<file path="src/rtl/contador_ctrl.sv">
// Run/pause/stop sequencer for the LED counter: synchronizes and debounces the
// push-buttons and direction switch, runs the IDLE/RUN/PAUSE FSM and steps the counter.
module contador_ctrl #(
    parameter int DATA_WIDTH      = 32,
    parameter int PRESCALE        = 50_000_000,
    parameter int DEBOUNCE_CYCLES = 1_000_000
) (
    input  logic                  clk,
    input  logic                  reset,
    input  logic                  key_start_n,
    input  logic                  key_stop_n,
    input  logic                  dir_i,
    output logic [DATA_WIDTH-1:0] count_o,
    output logic [1:0]            state_o,
    output logic                  tick_o,
    output logic                  wrap_o
);

    localparam int PS_W = (PRESCALE > 1) ? $clog2(PRESCALE) : 1;
    localparam int DB_W = (DEBOUNCE_CYCLES > 1) ? $clog2(DEBOUNCE_CYCLES) : 1;

    localparam logic [PS_W-1:0]       PS_MAX   = PS_W'(PRESCALE - 1);
    localparam logic [PS_W-1:0]       PS_ZERO  = {PS_W{1'b0}};
    localparam logic [PS_W-1:0]       PS_ONE   = {{(PS_W-1){1'b0}}, 1'b1};
    localparam logic [DB_W-1:0]       DB_MAX   = DB_W'(DEBOUNCE_CYCLES - 1);
    localparam logic [DB_W-1:0]       DB_ZERO  = {DB_W{1'b0}};
    localparam logic [DB_W-1:0]       DB_ONE   = {{(DB_W-1){1'b0}}, 1'b1};
    localparam logic [DATA_WIDTH-1:0] CNT_ZERO = {DATA_WIDTH{1'b0}};
    localparam logic [DATA_WIDTH-1:0] CNT_ONES = {DATA_WIDTH{1'b1}};
    localparam logic [DATA_WIDTH-1:0] CNT_ONE  = {{(DATA_WIDTH-1){1'b0}}, 1'b1};

    typedef enum logic [1:0] {
        ST_IDLE  = 2'b00,
        ST_RUN   = 2'b01,
        ST_PAUSE = 2'b10
    } state_t;

    // Key vectors: bit 0 = start, bit 1 = stop.
    logic [1:0]      key_meta_r;
    logic [1:0]      key_sync_r;
    logic [1:0]      key_deb_r;
    logic [1:0]      key_deb_prev_r;
    logic [DB_W-1:0] db_cnt_r [2];
    logic            dir_meta_r;
    logic            dir_sync_r;

    logic [1:0]      press_s;
    logic            start_press_s;
    logic            stop_press_s;

    state_t          state_r;
    state_t          state_nxt_s;

    logic [DATA_WIDTH-1:0] count_r;
    logic [DATA_WIDTH-1:0] count_nxt_s;
    logic [PS_W-1:0]       presc_r;
    logic [PS_W-1:0]       presc_nxt_s;
    logic                  tick_r;
    logic                  tick_nxt_s;
    logic                  wrap_r;
    logic                  wrap_nxt_s;

    // Two-flop synchronizers for the asynchronous buttons and switch.
    always_ff @(posedge clk or negedge reset) begin
        if (!reset) begin
            key_meta_r <= 2'b11;
            key_sync_r <= 2'b11;
            dir_meta_r <= 1'b0;
            dir_sync_r <= 1'b0;
        end else begin
            key_meta_r <= {key_stop_n, key_start_n};
            key_sync_r <= key_meta_r;
            dir_meta_r <= dir_i;
            dir_sync_r <= dir_meta_r;
        end
    end

    // Per-key debounce: accept the synced level after DEBOUNCE_CYCLES consecutive differing cycles.
    always_ff @(posedge clk or negedge reset) begin
        if (!reset) begin
            key_deb_r      <= 2'b11;
            key_deb_prev_r <= 2'b11;
            for (int k = 0; k < 2; k++) begin
                db_cnt_r[k] <= DB_ZERO;
            end
        end else begin
            key_deb_prev_r <= key_deb_r;
            for (int k = 0; k < 2; k++) begin
                if (key_sync_r[k] == key_deb_r[k]) begin
                    db_cnt_r[k] <= DB_ZERO;
                end else if (db_cnt_r[k] == DB_MAX) begin
                    db_cnt_r[k]  <= DB_ZERO;
                    key_deb_r[k] <= key_sync_r[k];
                end else begin
                    db_cnt_r[k] <= db_cnt_r[k] + DB_ONE;
                end
            end
        end
    end

    // A press is a one-cycle debounced 1->0 transition; releases are ignored.
    assign press_s       = key_deb_prev_r & ~key_deb_r;
    assign start_press_s = press_s[0];
    assign stop_press_s  = press_s[1];

    // FSM state register.
    always_ff @(posedge clk or negedge reset) begin
        if (!reset) begin
            state_r <= ST_IDLE;
        end else begin
            state_r <= state_nxt_s;
        end
    end

    // FSM next-state logic; stop has priority over start.
    always_comb begin
        state_nxt_s = state_r;
        if (stop_press_s) begin
            state_nxt_s = ST_IDLE;
        end else if (start_press_s) begin
            case (state_r)
                ST_IDLE:  state_nxt_s = ST_RUN;
                ST_RUN:   state_nxt_s = ST_PAUSE;
                ST_PAUSE: state_nxt_s = ST_RUN;
                default:  state_nxt_s = ST_IDLE;
            endcase
        end else begin
            state_nxt_s = state_r;
        end
    end

    // FSM output logic: prescaler, counter step, tick and wrap for the next cycle.
    always_comb begin
        count_nxt_s = count_r;
        presc_nxt_s = presc_r;
        tick_nxt_s  = 1'b0;
        wrap_nxt_s  = 1'b0;
        if (stop_press_s) begin
            count_nxt_s = CNT_ZERO;
            presc_nxt_s = PS_ZERO;
        end else if (state_r == ST_RUN) begin
            if (presc_r == PS_MAX) begin
                presc_nxt_s = PS_ZERO;
                tick_nxt_s  = 1'b1;
                if (dir_sync_r) begin
                    count_nxt_s = count_r - CNT_ONE;
                    wrap_nxt_s  = (count_r == CNT_ZERO);
                end else begin
                    count_nxt_s = count_r + CNT_ONE;
                    wrap_nxt_s  = (count_r == CNT_ONES);
                end
            end else begin
                presc_nxt_s = presc_r + PS_ONE;
            end
        end else if (state_r == ST_IDLE) begin
            presc_nxt_s = PS_ZERO;
        end else begin
            // PAUSE keeps the prescaler phase so resuming continues the same step period.
            presc_nxt_s = presc_r;
        end
    end

    // Datapath and output registers.
    always_ff @(posedge clk or negedge reset) begin
        if (!reset) begin
            count_r <= CNT_ZERO;
            presc_r <= PS_ZERO;
            tick_r  <= 1'b0;
            wrap_r  <= 1'b0;
        end else begin
            count_r <= count_nxt_s;
            presc_r <= presc_nxt_s;
            tick_r  <= tick_nxt_s;
            wrap_r  <= wrap_nxt_s;
        end
    end

    assign count_o = count_r;
    assign state_o = state_r;
    assign tick_o  = tick_r;
    assign wrap_o  = wrap_r;

endmodule

</file>
<file path="config.mk">
export PLATFORM = sky130hd
export DESIGN_NAME = contador_ctrl
export DESIGN_NICKNAME = d
export VERILOG_FILES = /design/src/rtl/contador_ctrl.sv
export SDC_FILE = /design/constraint.sdc
export NUM_CORES = 1
export LEC_CHECK = 0
export BUFFER_PORTS_ARGS = -buffer_cell sky130_fd_sc_hd__buf_2
export CAP_MARGIN = 20
export CELL_PAD_IN_SITES_DETAIL_PLACEMENT = 2
export CELL_PAD_IN_SITES_GLOBAL_PLACEMENT = 2
export CORE_ASPECT_RATIO = 0.6
export CORE_UTILIZATION = 42
export CTS_CLUSTER_SIZE = 20
export DETAILED_ROUTE_END_ITERATION = 16
export GPL_TIMING_DRIVEN = 0
export PLACE_DENSITY_LB_ADDON = 0.05
export SETUP_SLACK_MARGIN = 0.5
export SLEW_MARGIN = 20
export SYNTH_ARGS = -nofsm -noshare
export SYNTH_HDL_FRONTEND = slang
export SYNTH_SLANG_ARGS = --single-unit
</file>
<file path="constraint.sdc">
create_clock -name clk -period 6.5 [get_ports clk]
set_input_delay 0.325 -clock clk [delete_from_list [all_inputs] [get_ports clk]]
set_output_delay 0.325 -clock clk [all_outputs]
set_load 0.05 [all_outputs]
</file>
==> results of run 1 <==
==> final timing paths <==
kind / startpoint / end / slack, ns / cells after the start
max reg2reg: dir_sync_r / count_o[31] / 2.68 / 10
min in group asynchronous: reset / db_cnt_r[1] / 0.43 / 2
min reg2reg: key_meta_r[1] / key_sync_r[1] / 0.36 / 0
min: key_start_n / key_meta_r[0] / 0.06 / 1
max: dir_sync_r / count_o[31] / 2.68 / 10
max in group asynchronous: reset / key_deb_prev_r[0] / 5.33 / 3
==> worst max-delay path, stage by stage, from the launching register on <==
cell and delay (ns):
dfrtp_2 0.88, ha_1 0.43, a21o_1 0.22, a21oi_1 0.33
a211o_1 0.24, a21oi_2 0.10, a2111oi_2 0.75, o2111a_1 0.37
nor4b_1 0.08, o21ai_0 0.20, o31ai_1 0.09
==> sequential cells by signal (all words and copies together) (netlist names) <==
| register | cells |
|---|---|
| key_deb_r | 2 |
| db_cnt_r | 40 |
| state_o | 2 |
| dir_sync_r | 1 |
| tick_o | 1 |
| count_o | 32 |
| wrap_o | 1 |
| key_sync_r | 2 |
| key_meta_r | 2 |
| dir_meta_r | 1 |
| presc_r | 26 |
| key_deb_prev_r | 2 |
==> repair_timing <==
item / 4_1_cts / 5_1_grt
endpoints found under the hold margin: 35 / 0
resized for setup: 0 / 0
setup endpoints to repair: 0 / 0
hold buffers: 1 / 0
==> metal layers <==
| layer | vias up | GRT usage (%) | part of all wire (%) |
|---|---|---|---|
| li1 | 2703 | - | - |
| met1 | 2964 | 40.4 | 51 |
| met2 | 83 | 42.8 | 45 |
| met3 | 15 | 4.42 | 3.7 |
| met4 | 0 | 4.20 | 0.62 |
| met5 | - | 0 | 0 |
==> final cells by class <==
class                      count  area (um^2)  area share [%]
buffer                        21         93.8            1.26
tap                          203          254            3.41
inverter                      17         63.8           0.857
sequential                   112         2810            37.8
clock inverter                 6         75.1            1.01
clock buffer                  10          239            3.21
timing repair buffer          42          244            3.28
multi-input combinational    585         3660            49.2
==> where the power goes <==
part / switching [uW] / internal [uW] / leakage [uW] / total [uW]
Combinational: 49.6 / 22.7 / 0.00170 / 72.2
Sequential: 8.31 / 702 / 0.00153 / 710
Clock: 283 / 317 / 0.000152 / 600
Total: 341 / 1040 / 0.00338 / 1380
==> synthesized netlist by cell type, drive strengths merged, types with 6 or more instances <==
library cell | n | area, um^2
a21o | 15 | 113
dfstp | 8 | 210
and3 | 19 | 124
inv | 17 | 63.8
nor2b | 6 | 37.5
xnor2 | 39 | 342
nor2 | 100 | 375
ha | 33 | 413
xor2 | 42 | 368
clkbuf | 19 | 71.3
o21ai | 54 | 270
nor3 | 13 | 65.1
a21oi | 36 | 184
nand3 | 43 | 215
nand2 | 75 | 282
nand4 | 20 | 140
nor4 | 15 | 93.8
or3 | 7 | 48.8
dfrtp | 104 | 2600
==> logic make-up (layout without fill, tap and decap cells) <==
| group | Yosys count | count (layout) | synth area share, % |
|---|---|---|---|
| flip-flops | 112 | 112 | 42.4 |
| buffers and inverters | 38 | 96 | 2.38 |
| adder cells (fa/ha/maj) | 34 | 34 | 6.53 |
| AO/OA/AOI/OAI | 141 | 141 | 13.1 |
| XOR/XNOR | 81 | 81 | 10.7 |
| AND/OR/NAND/NOR | 325 | 325 | 24.2 |
| multiplexers | 4 | 4 | 0.661 |
==> placed cells by master, fill, tap and decap left out, types with 4 or more instances in the layout <==
cell,synthesis,layout
dfstp_2,8,8
nand3_1,43,43
and4_1,4,4
xnor2_1,39,39
o21bai_1,5,5
nand2b_1,5,5
clkbuf_1,19,19
xor2_1,42,42
nor4_1,15,15
nand2_1,75,75
ha_1,33,33
dfrtp_1,104,103
or3_1,6,6
clkbuf_16,0,9
buf_2,0,39
and3_1,18,18
nor2_1,100,100
inv_1,17,17
nor3_1,13,13
nand4_1,19,19
o21ai_0,52,52
a31oi_1,5,5
a21oi_1,35,35
a21o_1,15,15
nor2b_1,6,6
==> metrics by stage <==
step / util, % / area [um^2] / worst slack, ns
finish: 48.4 / 7450 / 2.68
global placement: 46.1 / 7080 / 2.41
global route: 48.4 / 7450 / 2.53
detailed placement: 46.3 / 7120 / 2.79
CTS: 48.4 / 7450 / 2.72
floorplan: - / 6630 / 3.40
==> flow_summary.ini, run 1 <==
[status]
status = finished clean

[yosys]
avgSynthCellArea_um2 = 9.02
synthFlopType = dfrtp_1
yosys_warnings = 0
syn_nets = 774
netlist_instances = 735
yosysSeqAreaShare_pct = 42.4
ys_types = 60
synthArstFlopShare_pct = 100
synth_edf_count = 0
synth_area_um2 = 6630
ys_ff_latch = 112

[floorplan]
start_util_pct = 43.1
ios = 41
rows = 35
die_h_um = 99.3
dieArea_um2 = 16300
core_area_um2 = 15400
die_width_um = 164

[drt]
vias = 5765
route.detailed.drc = 0
avgViaCountPerCell = 5.79
wire_per_inst_um = 21.3
routed_wl_mm = 21.2
firstDrtPassIters = 4
drtAntennaViolNets = 0
drt_iter0_markers = 324

[global_routing]
grt_max_degree = 78
antenna_found_initial = 0
overflow = 0
grt_pass1_vias = 6209
grt_pass1_wl_mm = 34.5
grtUsageTotal_pct = 27.4

[cts]
h-tree-depth = 3
cts_buffer_depth = 2
cts_buffers = 9
clk_latency_ns = 0.36
clock_sinks = 112
clock-root-buffer = clkbuf_16
post_cts_buffers = 0
cts_tree = built
clk_pin_slew_ns = 0.08

[setup_path]
cp_data_required_time_ns = 6.73
worstSetupPathType = flip-flop to flip-flop
critPathMaxFanout = 33
startpoint_type = flip-flop
arrival_ns = 4.04
cp-end-kind = flip-flop

[place]
io_buffers = 40
dp_hpwl_mm = 15.8
gp_congestion = 0.844
dp.cells = 979

[finish]
syn_to_final_growth_pct = 12.4
n_antenna_cell = 0
fill_cells = 1677
layout.nets = 827
fin_cells = 996
drive_gt1_share_pct = 10.6

[run]
maxCapViolations = 0

[power]
power_density_nw_per_um2 = 186
p_total_uw = 1380
irDropWorstVdd_uv = 133
p_leak_uw = 0.00338

[timing]
setup_viol = 0
hold_slack_ns = 0.0621
finClkSkew_ns = 0.0155
fin_tns_setup_ns = 0
worstMarginPinSlew_ns = 0.781
fin_crit_ns = 3.82
hold_violations = 0
post-route-period-util_pct = 58.7
fmaxAchievable_ghz = 0.262
rsz0062_at_grt = no
max-slew-margin-rel_pct = 47.9
slew_violations = 0

[min_path]
min_path_type = input pin to flip-flop
(Power assumes the default switching activity.)
==> inputs of run 2 (changes only) <==
- ABC_AREA: not set -> 1
- CORE_UTILIZATION: 42 -> 35
- clock period: 6.5 -> 3.9 ns (I/O delays scaled with it)
==> flow_summary.ini, run 2 <==
[place]
dp.cells = 1571
postPlaceCellArea_um2 = 8710
dp_slack_ns = 0.973
gp_congestion = 0.876
dp_hpwl_mm = 23.7
io_buffers = 40

[timing]
max-slew-margin-rel_pct = 44.9
finClkSkew_ns = 0.00973
hold_violations = 0
fmaxAchievable_ghz = 0.330
post-route-period-util_pct = 77.8
slew_violations = 0
setup_viol = 0
fin_tns_setup_ns = 0
rsz0062_at_grt = no
fin_crit_ns = 3.03
timing.final.ws_setup_ns = 0.866
worstMarginPinSlew_ns = 0.826

[floorplan]
die_h_um = 120
die_width_um = 198
core_area_um2 = 22300
start_util_pct = 36.2
ios = 41
dieArea_um2 = 23700
rows = 42

[power]
p_leak_uw = 0.00469
power.share.clock_pct = 42.0
switchingPower_uw = 621
p_seq_share_pct = 51.9
p_int_uw = 1660
switching_share_pct = 27.3
comb_power_share_pct = 6.1
power_density_nw_per_um2 = 252
irDropWorstVdd_uv = 228

[drt]
route.detailed.drc = 0
vias = 8085
avgViaCountPerCell = 5.08
drt_iter0_markers = 376
wire_per_inst_um = 18.5
firstDrtPassIters = 4
routed_wl_mm = 29.4
drtAntennaViolNets = 0

[global_routing]
antenna_found_initial = 0
grtUsageTotal_pct = 26.7
overflow = 0
grt_pass1_wl_mm = 48.1
grt_max_degree = 59
grt_pass1_vias = 8731

[finish]
layout.nets = 1317
top_register = db_cnt_r
syn_to_final_growth_pct = 11.8
n_antenna_cell = 0
drive_gt1_share_pct = 8.50
largest_reg_flops = 40
fin_cells = 1591
utilization_pct = 40.5
final_common_cell = nand2_1
final_area_um2 = 9040
layout_common_cells = nand2_1 (374), inv_1 (191), nor2_1 (161)

[yosys]
yosys_warnings = 0
synth_top_area_share_pct = 32.2
ys_ff_latch = 112
synthMuxAreaShare_pct = 0.139
yosys.area.top_type = dfrtp_1
synthSimpleGateAreaFrac_pct = 41.0
synthAdderAreaFrac_pct = 5.35
yosysMostFrequentCell = nand2_1
synthFlopType = dfrtp_1
netlist_instances = 1222
ys_types = 44
yosysSeqAreaShare_pct = 34.8
synth_top_family_by_area = simple AND/OR/NAND/NOR gates
avgSynthCellArea_um2 = 6.62
synth_edf_count = 0
syn_nets = 1261
synthArstFlopShare_pct = 100
synth-xor-area-share_pct = 4.01
synth_compound_area_share_pct = 4.69
synthTopCellsByArea = dfrtp_1 (32%), nand2_1 (17%), inv_1 (8.9%), nor2_1 (7.5%), nand3_1 (6.7%)
synth_area_um2 = 8090
netlist_top_cells_count = nand2_1 (374), inv_1 (191), nor2_1 (161)

[cts]
clk_latency_ns = 0.39
cts_buffer_depth = 2
clk_pin_slew_ns = 0.08
cts.repair.resized = 0
h-tree-depth = 3
cts_buffers = 9
clock_sinks = 112
cts_tree = built
clock-root-buffer = clkbuf_16

[setup_path]
ff2ff_path_depth = 12
startpoint = dir_sync_r
startpoint_type = flip-flop
rrSetupSlack_ns = 0.87
cp_data_required_time_ns = 4.18
critPathCapture = count_o[31]
critPathMaxFanout = 33
cp-end-kind = flip-flop
arrival_ns = 3.31
r2r_end = count_o[31]
worstSetupPathType = flip-flop to flip-flop
worstReg2RegStart = dir_sync_r

[min_path]
min_path_type = input pin to async pin

[status]
status = finished clean

[run]
maxCapViolations = 0
[run 2: cell types whose count changed after synthesis, moves of 17 or more]
| cell | delta |
|---|---|
| nor3_1 | +21 |
| xor2_1 | -17 |
| o21ai_0 | -35 |
| inv_1 | +174 |
| nand3_1 | +65 |
| xnor2_1 | -27 |
| nand2_1 | +299 |
| nor2_1 | +61 |
[run 2: layout make-up]
cell class | instances | area, um^2
clock buffer | 9 | 225
buffer | 12 | 66.3
fill | 2805 | 13300
inverter | 197 | 742
timing repair buffer | 45 | 274
sequential | 112 | 2810
multi-input combinational | 901 | 4470
tap | 308 | 385
clock inverter | 7 | 70.1
[run 2: what timing repair did]
item	4_1_cts	5_1_grt
setup buffers	0	0
hold buffers	4	0
endpoints found under the setup margin	0	0
hold endpoints to repair	53	0
[run 2: worst min path at each step]
stage / endpoint / from / slack (ns) / cells past startpoint
global route: key_sync_r[0] / key_meta_r[0] / 0.37 / 0
global placement: key_meta_r[0] / key_start_n / 0.30 / 1
finish: db_cnt_r[20] / reset / 0.35 / 2
detailed placement: db_cnt_r[20] / reset / 0.21 / 1
floorplan: count_o[0] / reset / -0.10 / 0
CTS: db_cnt_r[20] / reset / 0.35 / 2
[run 2: power groups by stage]
stage	clock network, uW	registers, uW	logic (uW)
after floorplan	0	1200	75.7
after global placement	0	1200	129
after detailed placement	0	1210	139
after CTS	1000	1180	143
after global routing	1030	1180	160
final	957	1180	140
[run 2: logic make-up after synthesis]
| logic type | after synthesis |
|---|---|
| mux | 1 |
| xor+xnor | 37 |
| fa+ha+maj | 34 |
| flops | 112 |
| buf+inv | 209 |
| compound gates | 70 |
| simple gates | 759 |
[run 2: through the flow]
stage / power [uW] / hold slack, ns
6_report: 2280 / 0.354
5_1_grt: 2380 / 0.367
4_1_cts: 2330 / 0.349
3_5_place_dp: 1340 / 0.207
3_3_place_gp: 1330 / 0.301
2_1_floorplan: 1280 / -0.101
[run 2: worst max-delay path: stages, from the launching register on]
cell	delay, ns
dfrtp_2	0.72
ha_1	0.52
nand2_1	0.19
nor2_1	0.36
nand3_1	0.20
nand2_1	0.18
nand2_1	0.07
nand2_1	0.21
nand2_1	0.19
nand2_1	0.10
nand2_1	0.05
nand3_1	0.07
nand2_1	0.05
[run 2: per-layer routing]
layer	global-route usage [%]	share of wire, %
met5	0	0
met4	3.78	0.62
met3	5.65	3.5
met2	39.6	41
met1	40.0	55
==> inputs of run 3 (changes only) <==
- CORE_UTILIZATION: 35 -> 32
- clock period: 3.9 -> 2.6 ns (I/O delays scaled with it)
==> flow_summary.ini, run 3 (same netlist as run 2, synthesis figures left out) <==
[cts]
cts_buffer_depth = 2
clock_sinks = 112
clk_pin_slew_ns = 0.08
cts_tree = built
clk_latency_ns = 0.39
cts_buffers = 9
clock-root-buffer = clkbuf_16
h-tree-depth = 3

[place]
dp_slack_ns = -0.0107
dp_hpwl_mm = 24.0
gp_congestion = 0.852
dp.cells = 1585
postPlaceCellArea_um2 = 8730
io_buffers = 40

[finish]
fin_cells = 1646
layout_common_cells = nand2_1 (269), inv_1 (171), nor2_1 (133)
final_area_um2 = 10700
largest_reg_flops = 40
n_antenna_cell = 0
syn_to_final_growth_pct = 32.7
drive_gt1_share_pct = 27.7
fill_cells = 2838
layout.nets = 1358
top_register = db_cnt_r
final_common_cell = nand2_1

[setup_path]
critPathMaxFanout = 7
cp_cell_sequence = buf_8, ha_4, nand2_1, nand2_2, inv_1, nand2_2, inv_2, nand3_4, or2_2, nand3_1, o21ai_1
critPathSlowestCell = dfrtp_4
cp-end-kind = flip-flop
startpoint_type = flip-flop
arrival_ns = 2.52
cpMostUsedCell = nand2_2
cp_data_required_time_ns = 2.88
cp_slowest_stage_delay_ns = 0.59
worstSetupPathType = flip-flop to flip-flop

[power]
p_leak_uw = 0.00518
power_density_nw_per_um2 = 337
irDropWorstVdd_uv = 280

[global_routing]
grtUsageTotal_pct = 26.1
overflow = 0
grt_max_degree = 58
grt_pass1_vias = 9202
grt_pass1_wl_mm = 52.2
antenna_found_initial = 0

[timing]
slew_violations = 0
setup_viol = 0
max-slew-margin-rel_pct = 49.3
hold_violations = 0
post-route-period-util_pct = 86.1
worstMarginPinSlew_ns = 0.760
rsz0062_at_grt = yes
fin_crit_ns = 2.24
timing.final.ws_setup_ns = 0.361
fmaxAchievable_ghz = 0.447
fin_tns_setup_ns = 0
finClkSkew_ns = 0.00981

[floorplan]
die_width_um = 207
dieArea_um2 = 25900
rows = 44
ios = 41
start_util_pct = 33.0
die_h_um = 125
core_area_um2 = 24500

[drt]
firstDrtPassIters = 4
vias = 8551
wire_per_inst_um = 21.3
route.detailed.drc = 0
drt_iter0_markers = 390
avgViaCountPerCell = 5.20
routed_wl_mm = 35.0
drtAntennaViolNets = 0

[run]
maxCapViolations = 0

[min_path]
min_path_type = input pin to async pin

[status]
status = finished clean
run 3: changes by cell type in the layout (fill, tap and decap cells not counted), sizes merged:
cell	previous run	this run
buf	50	90
inv	195	198
clkbuf	12	14
clkinvlp	2	0
clkinv	7	5
run 3: power by group:
part	internal (uW)	switching (uW)	total, uW
clock network	678	780	1460
logic	145	242	387
registers	1760	12.6	1770
total	2580	1030	3610
run 3: layout make-up:
cell class | count | area [um^2] | area share [%]
Multi-Input combinational cell | 901 | 5710 | 53.2
Sequential cell | 112 | 2820 | 26.3
Inverter | 197 | 767 | 7.15
Timing Repair Buffer | 86 | 672 | 6.26
Tap cell | 322 | 403 | 3.76
Clock buffer | 10 | 229 | 2.13
Buffer | 12 | 68.8 | 0.641
Clock inverter | 6 | 62.6 | 0.583
run 3: worst paths after layout:
kind	startpoint	to	slack, ns	depth (start not counted)
worst min register to register	key_meta_r[0]	key_sync_r[0]	0.36	0
worst max register to register	dir_sync_r	count_o[11]	0.36	11
max in group asynchronous	reset	key_sync_r[0]	1.61	3
worst min-delay path	reset	db_cnt_r[22]	0.27	2
min in group clk	key_meta_r[0]	key_sync_r[0]	0.36	0
worst max-delay path	dir_sync_r	count_o[11]	0.36	11
run 3: critical path, delay by kind of cell (launching register included):
| family | cells | cell delay, ns |
|---|---|---|
| compound gates | 1 | 0.08 |
| buf+inv | 3 | 0.36 |
| flops | 1 | 0.59 |
| fa+ha+maj | 1 | 0.27 |
| simple gates | 6 | 0.80 |
run 3: metrics by stage:
stage	util, %	hold slack [ns]	power [uW]
after global routing	43.8	0.320	3740
after floorplan	-	-0.166	1920
after CTS	40.3	0.288	3580
after global placement	35.5	0.236	2000
after detailed placement	35.6	0.152	2020
final	43.8	0.270	3610
run 3: layer usage:
metal | global-route usage [%] | up-vias | wire length, um
met5 | 0 | - | 0
met4 | 5.40 | 0 | 386
met3 | 5.02 | 29 | 1270
met2 | 39.3 | 116 | 15700
met1 | 38.5 | 4355 | 17600
li1 | - | 4051 | -
run 3: repair_timing:
action                                  in CTS  in global routing
gates resized for setup                    139                194
endpoints found under the setup margin      30                 50
cloned                                       0                  1
pin swaps                                   19                 69
hold buffers                                 4                  0
endpoints found under the hold margin       55                  0
buffers inserted                            20                 20
